<file path="config.mk">
export PLATFORM = sky130hd
export DESIGN_NAME = add_sub_pipeline_flat
export DESIGN_NICKNAME = d
export VERILOG_FILES = /design/src/rtl/ppc_types.sv /design/src/rtl/add_sub_pipeline_if.sv /design/src/rtl/add_sub_core.sv /design/src/rtl/add_sub_pipeline.sv /design/src/flat_wrapper.sv
export SDC_FILE = /design/constraint.sdc
export NUM_CORES = 1
export LEC_CHECK = 0
export ABC_CLOCK_PERIOD_IN_PS = 8500
export BUFFER_PORTS_ARGS = -buffer_cell sky130_fd_sc_hd__buf_4
export CAP_MARGIN = 40
export CORE_MARGIN = 4
export CORE_UTILIZATION = 35
export DETAILED_ROUTE_END_ITERATION = 16
export SLEW_MARGIN = 40
export SYNTH_ARGS = -nofsm -noshare
export SYNTH_HDL_FRONTEND = slang
export SYNTH_SLANG_ARGS = --single-unit
</file>
<file path="constraint.sdc">
create_clock -name clk -period 8.5 [get_ports clk]
set_clock_uncertainty 0.05 [all_clocks]
set_input_delay 0.425 -clock clk [delete_from_list [all_inputs] [get_ports clk]]
set_output_delay 0.425 -clock clk [all_outputs]
set_load 0.01 [all_outputs]
</file>
<file path="src/rtl/ppc_types.sv">
// ppc_types: control struct for the add/sub pipe and the CR0 bit positions.
package ppc_types;

    typedef struct packed {
        logic subtract;
        logic use_carry;
        logic alter_ca;
        logic alter_ov;
        logic alter_cr0;
    } add_sub_pipe_ctrl_t;

    localparam int CR0_LT = 0;
    localparam int CR0_GT = 1;
    localparam int CR0_EQ = 2;
    localparam int CR0_SO = 3;

endpackage

</file>
<file path="src/rtl/add_sub_pipeline_if.sv">
// add_sub_pipeline_if: issue/result handshake bundle between the reservation station, the pipe and the result bus.
interface add_sub_pipeline_if #(
    parameter int WIDTH       = 32,
    parameter int RS_ID_WIDTH = 5
);
    import ppc_types::*;

    logic                   flush;
    logic                   input_valid;
    logic                   input_ready;
    logic [RS_ID_WIDTH-1:0] rs_id_in;
    logic [4:0]             result_reg_addr_in;
    logic [0:WIDTH-1]       op1;
    logic [0:WIDTH-1]       op2;
    logic                   carry_in;
    logic                   so_in;
    add_sub_pipe_ctrl_t     control;
    logic                   output_valid;
    logic                   output_ready;
    logic [RS_ID_WIDTH-1:0] rs_id_out;
    logic [4:0]             result_reg_addr_out;
    logic [0:WIDTH-1]       result;
    logic                   ca_out;
    logic                   ov_out;
    logic                   so_out;
    logic                   ca_we;
    logic                   ov_we;
    logic                   cr0_we;
    logic [0:3]             cr0;

    modport master (
        output flush, input_valid, rs_id_in, result_reg_addr_in, op1, op2, carry_in, so_in, control, output_ready,
        input  input_ready, output_valid, rs_id_out, result_reg_addr_out, result,
               ca_out, ov_out, so_out, ca_we, ov_we, cr0_we, cr0
    );

    modport slave (
        input  flush, input_valid, rs_id_in, result_reg_addr_in, op1, op2, carry_in, so_in, control, output_ready,
        output input_ready, output_valid, rs_id_out, result_reg_addr_out, result,
               ca_out, ov_out, so_out, ca_we, ov_we, cr0_we, cr0
    );

endinterface

</file>
<file path="src/rtl/add_sub_core.sv">
// add_sub_core: combinational PowerPC add/subtract-from with CA, OV, SO and CR0 (bit 0 is the MSB).
module add_sub_core
    import ppc_types::*;
#(
    parameter int WIDTH = 32
) (
    input  logic [0:WIDTH-1] op1,
    input  logic [0:WIDTH-1] op2,
    input  logic             carry_in,
    input  logic             so_in,
    input  logic             subtract,
    input  logic             use_carry,
    input  logic             alter_ov,
    output logic [0:WIDTH-1] sum,
    output logic             ca,
    output logic             ov,
    output logic             so,
    output logic [0:3]       cr0
);
    logic [0:WIDTH-1] a;
    logic [WIDTH:0]   full;

    always_comb begin
        a = subtract ? ~op1 : op1;
        full = {1'b0, a} + {1'b0, op2} + {{WIDTH{1'b0}}, use_carry ? carry_in : subtract};
        sum = full[WIDTH-1:0];
        ca = full[WIDTH];
        // carry into the sign bit is recovered from the sign-bit sum
        ov = a[0] ^ op2[0] ^ sum[0] ^ ca;
        so = so_in | (alter_ov & ov);
        cr0[CR0_LT] = sum[0];
        cr0[CR0_GT] = ~sum[0] & (|sum);
        cr0[CR0_EQ] = ~(|sum);
        cr0[CR0_SO] = so;
    end

endmodule

</file>
<file path="src/rtl/add_sub_pipeline.sv">
// add_sub_pipeline: STAGES-deep add/sub execution pipe with bubble-collapsing backpressure and flush.
module add_sub_pipeline #(
    parameter int WIDTH       = 32,
    parameter int STAGES      = 2,
    parameter int RS_ID_WIDTH = 5
) (
    input logic              clk,
    input logic              rst,
    add_sub_pipeline_if.slave bus
);
    typedef struct packed {
        logic [RS_ID_WIDTH-1:0] rs_id;
        logic [4:0]             rd;
        logic [0:WIDTH-1]       res;
        logic                   ca;
        logic                   ov;
        logic                   so;
        logic                   ca_we;
        logic                   ov_we;
        logic                   cr0_we;
        logic [0:3]             cr0;
    } payload_t;

    logic [0:WIDTH-1] core_sum;
    logic             core_ca;
    logic             core_ov;
    logic             core_so;
    logic [0:3]       core_cr0;
    payload_t         core_pl;
    payload_t         pl_q [STAGES];
    payload_t         pl_d [STAGES];
    logic [STAGES-1:0] valid_q;
    logic [STAGES-1:0] valid_d;
    logic [STAGES-1:0] adv;

    add_sub_core #(.WIDTH(WIDTH)) u_core (
        .op1       (bus.op1),
        .op2       (bus.op2),
        .carry_in  (bus.carry_in),
        .so_in     (bus.so_in),
        .subtract  (bus.control.subtract),
        .use_carry (bus.control.use_carry),
        .alter_ov  (bus.control.alter_ov),
        .sum       (core_sum),
        .ca        (core_ca),
        .ov        (core_ov),
        .so        (core_so),
        .cr0       (core_cr0)
    );

    always_comb begin
        core_pl = '{rs_id: bus.rs_id_in, rd: bus.result_reg_addr_in, res: core_sum,
                    ca: core_ca, ov: core_ov, so: core_so,
                    ca_we: bus.control.alter_ca, ov_we: bus.control.alter_ov,
                    cr0_we: bus.control.alter_cr0, cr0: core_cr0};
    end

    // a stage may move when any stage from it to the output is empty, or the output drains
    for (genvar i = 0; i < STAGES; i++) begin : g_stage
        assign adv[i] = bus.output_ready | ~(&valid_q[STAGES-1:i]);
        if (i == 0) begin : g_head
            assign valid_d[i] = ~bus.flush & (adv[i] ? (bus.input_valid & bus.input_ready) : valid_q[i]);
            assign pl_d[i]    = adv[i] ? core_pl : pl_q[i];
        end else begin : g_body
            assign valid_d[i] = ~bus.flush & (adv[i] ? valid_q[i-1] : valid_q[i]);
            assign pl_d[i]    = adv[i] ? pl_q[i-1] : pl_q[i];
        end
    end

    always_ff @(posedge clk) begin
        if (rst) begin
            valid_q <= '0;
            for (int s = 0; s < STAGES; s++) pl_q[s] <= '0;
        end else begin
            valid_q <= valid_d;
            pl_q    <= pl_d;
        end
    end

    assign bus.input_ready         = adv[0] & ~bus.flush;
    assign bus.output_valid        = valid_q[STAGES-1];
    assign bus.rs_id_out           = pl_q[STAGES-1].rs_id;
    assign bus.result_reg_addr_out = pl_q[STAGES-1].rd;
    assign bus.result              = pl_q[STAGES-1].res;
    assign bus.ca_out              = pl_q[STAGES-1].ca;
    assign bus.ov_out              = pl_q[STAGES-1].ov;
    assign bus.so_out              = pl_q[STAGES-1].so;
    assign bus.ca_we               = pl_q[STAGES-1].ca_we;
    assign bus.ov_we               = pl_q[STAGES-1].ov_we;
    assign bus.cr0_we              = pl_q[STAGES-1].cr0_we;
    assign bus.cr0                 = pl_q[STAGES-1].cr0;

endmodule

</file>
<file path="src/flat_wrapper.sv">
// flat-port wrapper written by rule: the top's interface ports become plain ports
module add_sub_pipeline_flat 
#(
    parameter int WIDTH       = 32,
    parameter int STAGES      = 2,
    parameter int RS_ID_WIDTH = 5
)
  (clk, rst, bus_flush, bus_input_valid, bus_rs_id_in, bus_result_reg_addr_in, bus_op1, bus_op2, bus_carry_in, bus_so_in, bus_control, bus_output_ready, bus_input_ready, bus_output_valid, bus_rs_id_out, bus_result_reg_addr_out, bus_result, bus_ca_out, bus_ov_out, bus_so_out, bus_ca_we, bus_ov_we, bus_cr0_we, bus_cr0);
  add_sub_pipeline_if #(.WIDTH(WIDTH), .RS_ID_WIDTH(RS_ID_WIDTH)) bus_i ();
  input logic clk;
  input logic rst;
  input wire logic [$bits(bus_i.flush)-1:0] bus_flush;
  input wire logic [$bits(bus_i.input_valid)-1:0] bus_input_valid;
  input wire logic [$bits(bus_i.rs_id_in)-1:0] bus_rs_id_in;
  input wire logic [$bits(bus_i.result_reg_addr_in)-1:0] bus_result_reg_addr_in;
  input wire logic [$bits(bus_i.op1)-1:0] bus_op1;
  input wire logic [$bits(bus_i.op2)-1:0] bus_op2;
  input wire logic [$bits(bus_i.carry_in)-1:0] bus_carry_in;
  input wire logic [$bits(bus_i.so_in)-1:0] bus_so_in;
  input wire logic [$bits(bus_i.control)-1:0] bus_control;
  input wire logic [$bits(bus_i.output_ready)-1:0] bus_output_ready;
  output wire logic [$bits(bus_i.input_ready)-1:0] bus_input_ready;
  output wire logic [$bits(bus_i.output_valid)-1:0] bus_output_valid;
  output wire logic [$bits(bus_i.rs_id_out)-1:0] bus_rs_id_out;
  output wire logic [$bits(bus_i.result_reg_addr_out)-1:0] bus_result_reg_addr_out;
  output wire logic [$bits(bus_i.result)-1:0] bus_result;
  output wire logic [$bits(bus_i.ca_out)-1:0] bus_ca_out;
  output wire logic [$bits(bus_i.ov_out)-1:0] bus_ov_out;
  output wire logic [$bits(bus_i.so_out)-1:0] bus_so_out;
  output wire logic [$bits(bus_i.ca_we)-1:0] bus_ca_we;
  output wire logic [$bits(bus_i.ov_we)-1:0] bus_ov_we;
  output wire logic [$bits(bus_i.cr0_we)-1:0] bus_cr0_we;
  output wire logic [$bits(bus_i.cr0)-1:0] bus_cr0;
  assign bus_i.flush = bus_flush;
  assign bus_i.input_valid = bus_input_valid;
  assign bus_i.rs_id_in = bus_rs_id_in;
  assign bus_i.result_reg_addr_in = bus_result_reg_addr_in;
  assign bus_i.op1 = bus_op1;
  assign bus_i.op2 = bus_op2;
  assign bus_i.carry_in = bus_carry_in;
  assign bus_i.so_in = bus_so_in;
  assign bus_i.control = bus_control;
  assign bus_i.output_ready = bus_output_ready;
  assign bus_input_ready = bus_i.input_ready;
  assign bus_output_valid = bus_i.output_valid;
  assign bus_rs_id_out = bus_i.rs_id_out;
  assign bus_result_reg_addr_out = bus_i.result_reg_addr_out;
  assign bus_result = bus_i.result;
  assign bus_ca_out = bus_i.ca_out;
  assign bus_ov_out = bus_i.ov_out;
  assign bus_so_out = bus_i.so_out;
  assign bus_ca_we = bus_i.ca_we;
  assign bus_ov_we = bus_i.ov_we;
  assign bus_cr0_we = bus_i.cr0_we;
  assign bus_cr0 = bus_i.cr0;
  add_sub_pipeline #(.WIDTH(WIDTH), .STAGES(STAGES), .RS_ID_WIDTH(RS_ID_WIDTH)) u_core (.clk(clk), .rst(rst), .bus(bus_i));
endmodule
</file>
==> results of run 1 <==
kinds of logic (layout without fill, tap and decap cells):
group / Yosys count / in the layout
buf+inv: 109 / 170
mux: 4 / 4
simple gates: 323 / 323
compound gates: 218 / 218
fa+ha+maj: 33 / 33
flops: 102 / 102
xor+xnor: 51 / 51
critical path, stage by stage:
cell	delay (ps)
buf_4	410
xnor2_1	170
fa_1	450
fa_1	400
nand2b_1	190
a21boi_0	300
nor2_1	110
or4_1	470
nor4_1	320
nand4_1	180
nor4_2	340
or4b_1	460
o21ai_1	130
synth_stat cells, drive strengths merged (12+ instances only):
library cell	count	area, sq um
a211oi	19	170
a21o	17	128
a21oi	118	598
buf	58	424
clkbuf	39	146
dfxtp	102	2040
ha	31	388
inv	12	45.0
nand2	180	676
nor2	65	246
o21ai	21	105
xor2	42	368
routing by layer:
layer,vias up,part of all wire,GRT usage
met5,-,0,0
met4,0,0.0083,0.0312
met3,8,0.049,0.0196
met2,147,0.43,0.230
met1,2563,0.52,0.237
li1,2958,-,-
per-stage QoR:
stage | power [mW] | setup slack (ps) | cells | utilization | hold slack, ps
6_report | 1.43 | 4360 | 1130 | 0.418 | 219
5_1_grt | 1.52 | 4140 | 1130 | 0.418 | 215
4_1_cts | 1.44 | 4340 | 1130 | 0.418 | 205
3_5_place_dp | 1.04 | 4000 | 1114 | 0.402 | 394
3_3_place_gp | 1.04 | 4020 | 1114 | 0.401 | 389
2_1_floorplan | 0.920 | 4120 | 840 | - | 382
layout by cell type, fill, tap and decap left out, drive strengths merged, types with 5 or more instances in the layout:
cell type / n
inv: 14
o21ai: 21
nand2: 180
xnor2: 9
nor2b: 7
a31oi: 6
a211oi: 19
nand3: 10
a21oi: 118
clkbuf: 9
nor2: 65
ha: 31
or2: 5
nor3: 10
a21o: 17
buf: 142
o211ai: 6
xor2: 42
nor4: 7
nand4: 10
dfxtp: 102
and2: 5
flip-flops by register name (all words and copies together), names as in the netlist:
name / flops
u_core.bus.ca_out: 1
u_core.bus.ca_we: 1
u_core.bus.cr0: 4
u_core.bus.cr0_we: 1
u_core.bus.ov_out: 1
u_core.bus.ov_we: 1
u_core.bus.result: 31
u_core.bus.result_reg_addr_out: 5
u_core.bus.rs_id_out: 5
u_core.pl_q: 50
u_core.valid_q: 2
worst paths after layout:
kind,start,end,slack [ps],cells after the start
max,bus_control[4],u_core.pl_q[53]$_SDFFE_PP0N_,4360,13
min,bus_flush,u_core.valid_q[1]$_SDFF_PP0_,220,2
max reg2reg,u_core.valid_q[1]$_SDFF_PP0_,u_core.pl_q[84]$_SDFFE_PP0N_,6180,6
min reg2reg,u_core.bus.result[28]$_SDFFE_PP0P_,u_core.bus.result[28]$_SDFFE_PP0P_,400,2
area by class of cell:
| type | count | area (sq um) |
|---|---|---|
| Sequential cell | 102 | 2040 |
| Clock inverter | 7 | 67.6 |
| Inverter | 12 | 45.0 |
| Clock buffer | 9 | 225 |
| Tap cell | 229 | 287 |
| Fill cell | 1909 | 10500 |
| Timing Repair Buffer | 142 | 1070 |
| Multi-Input combinational cell | 629 | 3770 |
power by group through the flow:
stage / Sequential, mW / Combinational, mW / Clock, mW
final: 0.564 / 0.470 / 0.393
after global placement: 0.573 / 0.464 / 0
after floorplan: 0.568 / 0.352 / 0
after global routing: 0.572 / 0.521 / 0.427
after detailed placement: 0.575 / 0.467 / 0
after CTS: 0.564 / 0.469 / 0.406
==> impl_metrics.py, run 1 <==
metrics = {
    "power": {
        "swShare": 0.339,
        "power_per_cell_area_nw_per_um2": 190,
        "p_sw_mw": 0.484,
        "p_clk_frac": 0.275,
        "ir_drop_uv": 100,
        "internal_power_mw": 0.943,
        "static-leakage-power_nw": 3.24,
        "p_seq_frac": 0.395,
        "combPwrFrac": 0.329,
    },
    "global_route": {
        "overflow": 0,
        "grt_max_degree": 104,
        "grt_pass1_wl_microns": 26300,
        "antenna_found_initial": 0,
        "track_usage": 0.154,
        "grt_pass1_vias": 5216,
    },
    "drt": {
        "viasPerCell": 5.02,
        "drt-total-wl_microns": 16300,
        "wl_per_cell_microns": 14.4,
        "ant_nets": 0,
        "drt-pass1-iter-count": 8,
        "drcViolationCount": 0,
        "vias": 5676,
        "drtIter0Drc": 404,
    },
    "sta": {
        "min_period_ps": 4140,
        "rsz0062_at_grt": "no",
        "slew_violations": 0,
        "tightestPinTransition_ps": 766,
        "fin_crit_sh": 0.487,
        "finalHoldViolCount": 0,
        "setup-tns-final_ps": 0,
        "fmax_mhz": 242,
        "setup_viol": 0,
        "relSlewSlack": 0.489,
    },
    "clock_network": {
        "cts_num_sinks": 102,
        "clock_latency_ps": 340,
        "numCtsBuffers": 9,
        "cts.reportedPaths.clkPinSlew_ps": 70,
        "cts_hold_buf": 0,
        "post_cts_buffers": 0,
        "h-tree-depth": 3,
        "ctsResizeCount": 0,
        "cts_buffer_depth": 2,
        "root_buffer": "clkbuf_16",
        "cts_tree": "yes",
    },
    "synthesis": {
        "yosysWarnings": 0,
        "ys_ff_latch": 102,
        "synthCells": 840,
        "synth_adder_area_share": 0.0667,
        "synth_seq_area_share": 0.318,
        "muxShareOfSynthArea": 0.00624,
        "synth_edf_count": 0,
        "synth_top_family_by_area": "simple AND/OR/NAND/NOR gates",
        "synth_area_sq_um": 6410,
        "avgSynthCellArea_sq_um": 7.64,
        "synthDistinctLibCells": 68,
        "synthSimpleGateAreaFrac": 0.225,
        "synth_xor_area_frac": 0.0696,
        "async_flop_share": 0,
        "synth_top_flop_cell": "dfxtp_1",
        "postSynthNetCount": 959,
        "synth_compound_area_frac": 0.218,
    },
    "job": {
        "cap_violations": 0,
    },
    "placed_design": {
        "hpwl_microns": 12200,
        "io_buffers": 139,
        "place_congestion": 0.896,
        "placed_cell_area_sq_um": 7220,
    },
    "final_layout": {
        "drive_gt1_frac": 0.202,
        "antenna_cells": 0,
        "syn2layout_area_growth_pct": 17.1,
        "layout.nets": 1015,
        "fin_area_sq_um": 7510,
    },
    "floorplanning": {
        "die_h_microns": 143,
        "initial_core_util": 0.357,
        "io_pins": 140,
        "core_sq_um": 18000,
        "die-area_sq_um": 20600,
        "rows": 49,
        "die_w_microns": 143,
    },
    "setup_path": {
        "cp-end-kind": "register",
        "start_kind": "input port",
        "worstSetupPathType": "input port to register",
        "critical_path_peak_fanout": 33,
        "arrival_ps": 4360,
        "required_ps": 8730,
    },
    "outcome": {
        "status": "complete, no violations",
    },
    "min_path": {
        "hold_class": "input port to register",
    },
}
Power figures use the tool's default switching activity.
==> run 2, diff against run 1 <==
ABC_CLOCK_PERIOD_IN_PS = 3980   (was 8500)
clock period = 3.98 ns   (was 8.5 ns; I/O delays follow)
==> impl_metrics.py, run 2 (same netlist as run 1, synthesis figures left out) <==
metrics = {
    "sta": {
        "fmax_mhz": 288,
        "setup_viol": 0,
        "slew_violations": 0,
        "relSlewSlack": 0.487,
        "rsz0062_at_grt": "no",
        "tightestPinTransition_ps": 769,
        "hold_ws_ps": 60.1,
        "setup-tns-final_ps": 0,
        "fin_crit_sh": 0.874,
        "finalHoldViolCount": 0,
        "setup_slack_ps": 502,
        "min_period_ps": 3480,
    },
    "drt": {
        "wl_per_cell_microns": 14.3,
        "vias": 5710,
        "drt-total-wl_microns": 16300,
        "drcViolationCount": 0,
        "drtIter0Drc": 328,
        "drt-pass1-iter-count": 5,
        "viasPerCell": 4.99,
        "ant_nets": 0,
    },
    "final_layout": {
        "final_cell_mix": "nand2_1 (179), buf_4 (154), a21oi_1 (116), dfxtp_1 (102), nor2_1 (64)",
        "regMostFlops": "u_core.pl_q",
        "antenna_cells": 0,
        "utilization": 0.425,
        "layout.nets": 1030,
        "layout_commonest_cell": "nand2_1",
        "drive_gt1_frac": 0.215,
        "syn2layout_area_growth_pct": 19.1,
        "largest_reg_flops": 50,
    },
    "floorplanning": {
        "core_sq_um": 18000,
        "die_w_microns": 143,
        "initial_core_util": 0.357,
        "die_h_microns": 143,
        "rows": 49,
        "die-area_sq_um": 20600,
        "io_pins": 140,
    },
    "global_route": {
        "antenna_found_initial": 0,
        "grt_max_degree": 104,
        "track_usage": 0.155,
        "grt_pass1_vias": 5331,
        "grt_pass1_wl_microns": 26600,
        "overflow": 0,
    },
    "setup_path": {
        "cp_cell_sequence": "buf_4 > xnor2_1 > fa_1 > fa_1 > nand2b_1 > a21bo_2 > a211oi_2 > o311a_4 > nor2_2 > o41ai_4 > a31oi_4 > xnor2_1 > or4b_1 > o21ai_1",
        "path_delay_family": "compound AO/OA/AOI/OAI gates",
        "slowest_delay_ps": 500,
        "critical_path_peak_fanout": 5,
        "cp-end-kind": "register",
        "worstSetupPathType": "input port to register",
        "critPathSlowestCell": "or4b_1",
        "crit_buf_inv": 1,
        "start_kind": "input port",
        "required_ps": 4210,
        "arrival_ps": 3700,
    },
    "placed_design": {
        "place_congestion": 0.908,
        "dpl_worst_slack_ps": 134,
        "hpwl_microns": 12400,
        "io_buffers": 139,
    },
    "outcome": {
        "status": "complete, no violations",
    },
    "clock_network": {
        "cts.reportedPaths.clkPinSlew_ps": 80,
        "cts_buffer_depth": 2,
        "numCtsBuffers": 9,
        "clock_latency_ps": 340,
        "h-tree-depth": 3,
        "cts_num_sinks": 102,
        "post_cts_buffers": 0,
        "root_buffer": "clkbuf_16",
        "cts_tree": "yes",
    },
    "job": {
        "cap_violations": 0,
    },
    "power": {
        "total_power_mw": 3.07,
        "static-leakage-power_nw": 3.33,
        "power_per_cell_area_nw_per_um2": 402,
        "ir_drop_uv": 214,
    },
    "min_path": {
        "hold_class": "input port to register",
    },
}
run 2: changes by cell type in the layout (fill, tap and decap cells not counted):
cell / delta
buf_4: +13
and2_2: -1
and2_4: +1
buf_12: +1
clkinv_2: +1
clkinv_4: -1
clkinvlp_4: -1
dlygate4sd3_1: +1
inv_6: +1
nand2_1: -1
nand2_2: +1
run 2: metal layers:
metal | track usage | share of wire | vias up
met3 | 0.0206 | 0.058 | 15
met1 | 0.235 | 0.51 | 2552
met5 | 0 | 0 | -
li1 | - | - | 2993
met4 | 0.0391 | 0.012 | 0
met2 | 0.233 | 0.42 | 150
run 2: final timing paths:
path / start / end / slack (ps) / cells after the start
min: bus_control[2] / u_core.pl_q[58]$_SDFFE_PP0N_ / 60 / 3
max: bus_control[4] / u_core.pl_q[53]$_SDFFE_PP0N_ / 500 / 14
min reg2reg: u_core.pl_q[101]$_SDFFE_PP0N_ / u_core.pl_q[101]$_SDFFE_PP0N_ / 400 / 2
max reg2reg: u_core.valid_q[1]$_SDFF_PP0_ / u_core.pl_q[57]$_SDFFE_PP0N_ / 2320 / 5
run 2: per-stage QoR:
| stage | instance area (sq um) | cells |
|---|---|---|
| 4_1_cts | 7640 | 1145 |
| 3_3_place_gp | 7320 | 1128 |
| 5_1_grt | 7640 | 1145 |
| 6_report | 7640 | 1145 |
| 3_5_place_dp | 7340 | 1128 |
| 2_1_floorplan | 6410 | 840 |
run 2: cell type report:
type                       count  area (sq um)
clock buffer                   9           225
clock inverter                 7          65.1
fill                        1864         10300
inverter                      12          45.0
multi-input combinational    629          3780
sequential                   102          2040
tap                          229           287
timing repair buffer         157          1200
run 2: worst register-to-register path, stage by stage, from the launching register on:
cell	delay (ps)
dfxtp_1	390
nor2b_4	190
and2_4	460
buf_4	300
nand2_1	70
a21oi_1	120
run 2: report_power, final:
part	total (mW)	internal [mW]	switching, mW
combinational	1.02	0.454	0.571
sequential	1.20	1.14	0.0616
clock	0.843	0.437	0.405
run 2: repair_timing:
| item | CTS | global route |
|---|---|---|
| setup endpoints to repair | 0 | 0 |
| hold endpoints to repair | 2 | 0 |
| hold buffers | 1 | 0 |
| gates resized for setup | 0 | 0 |
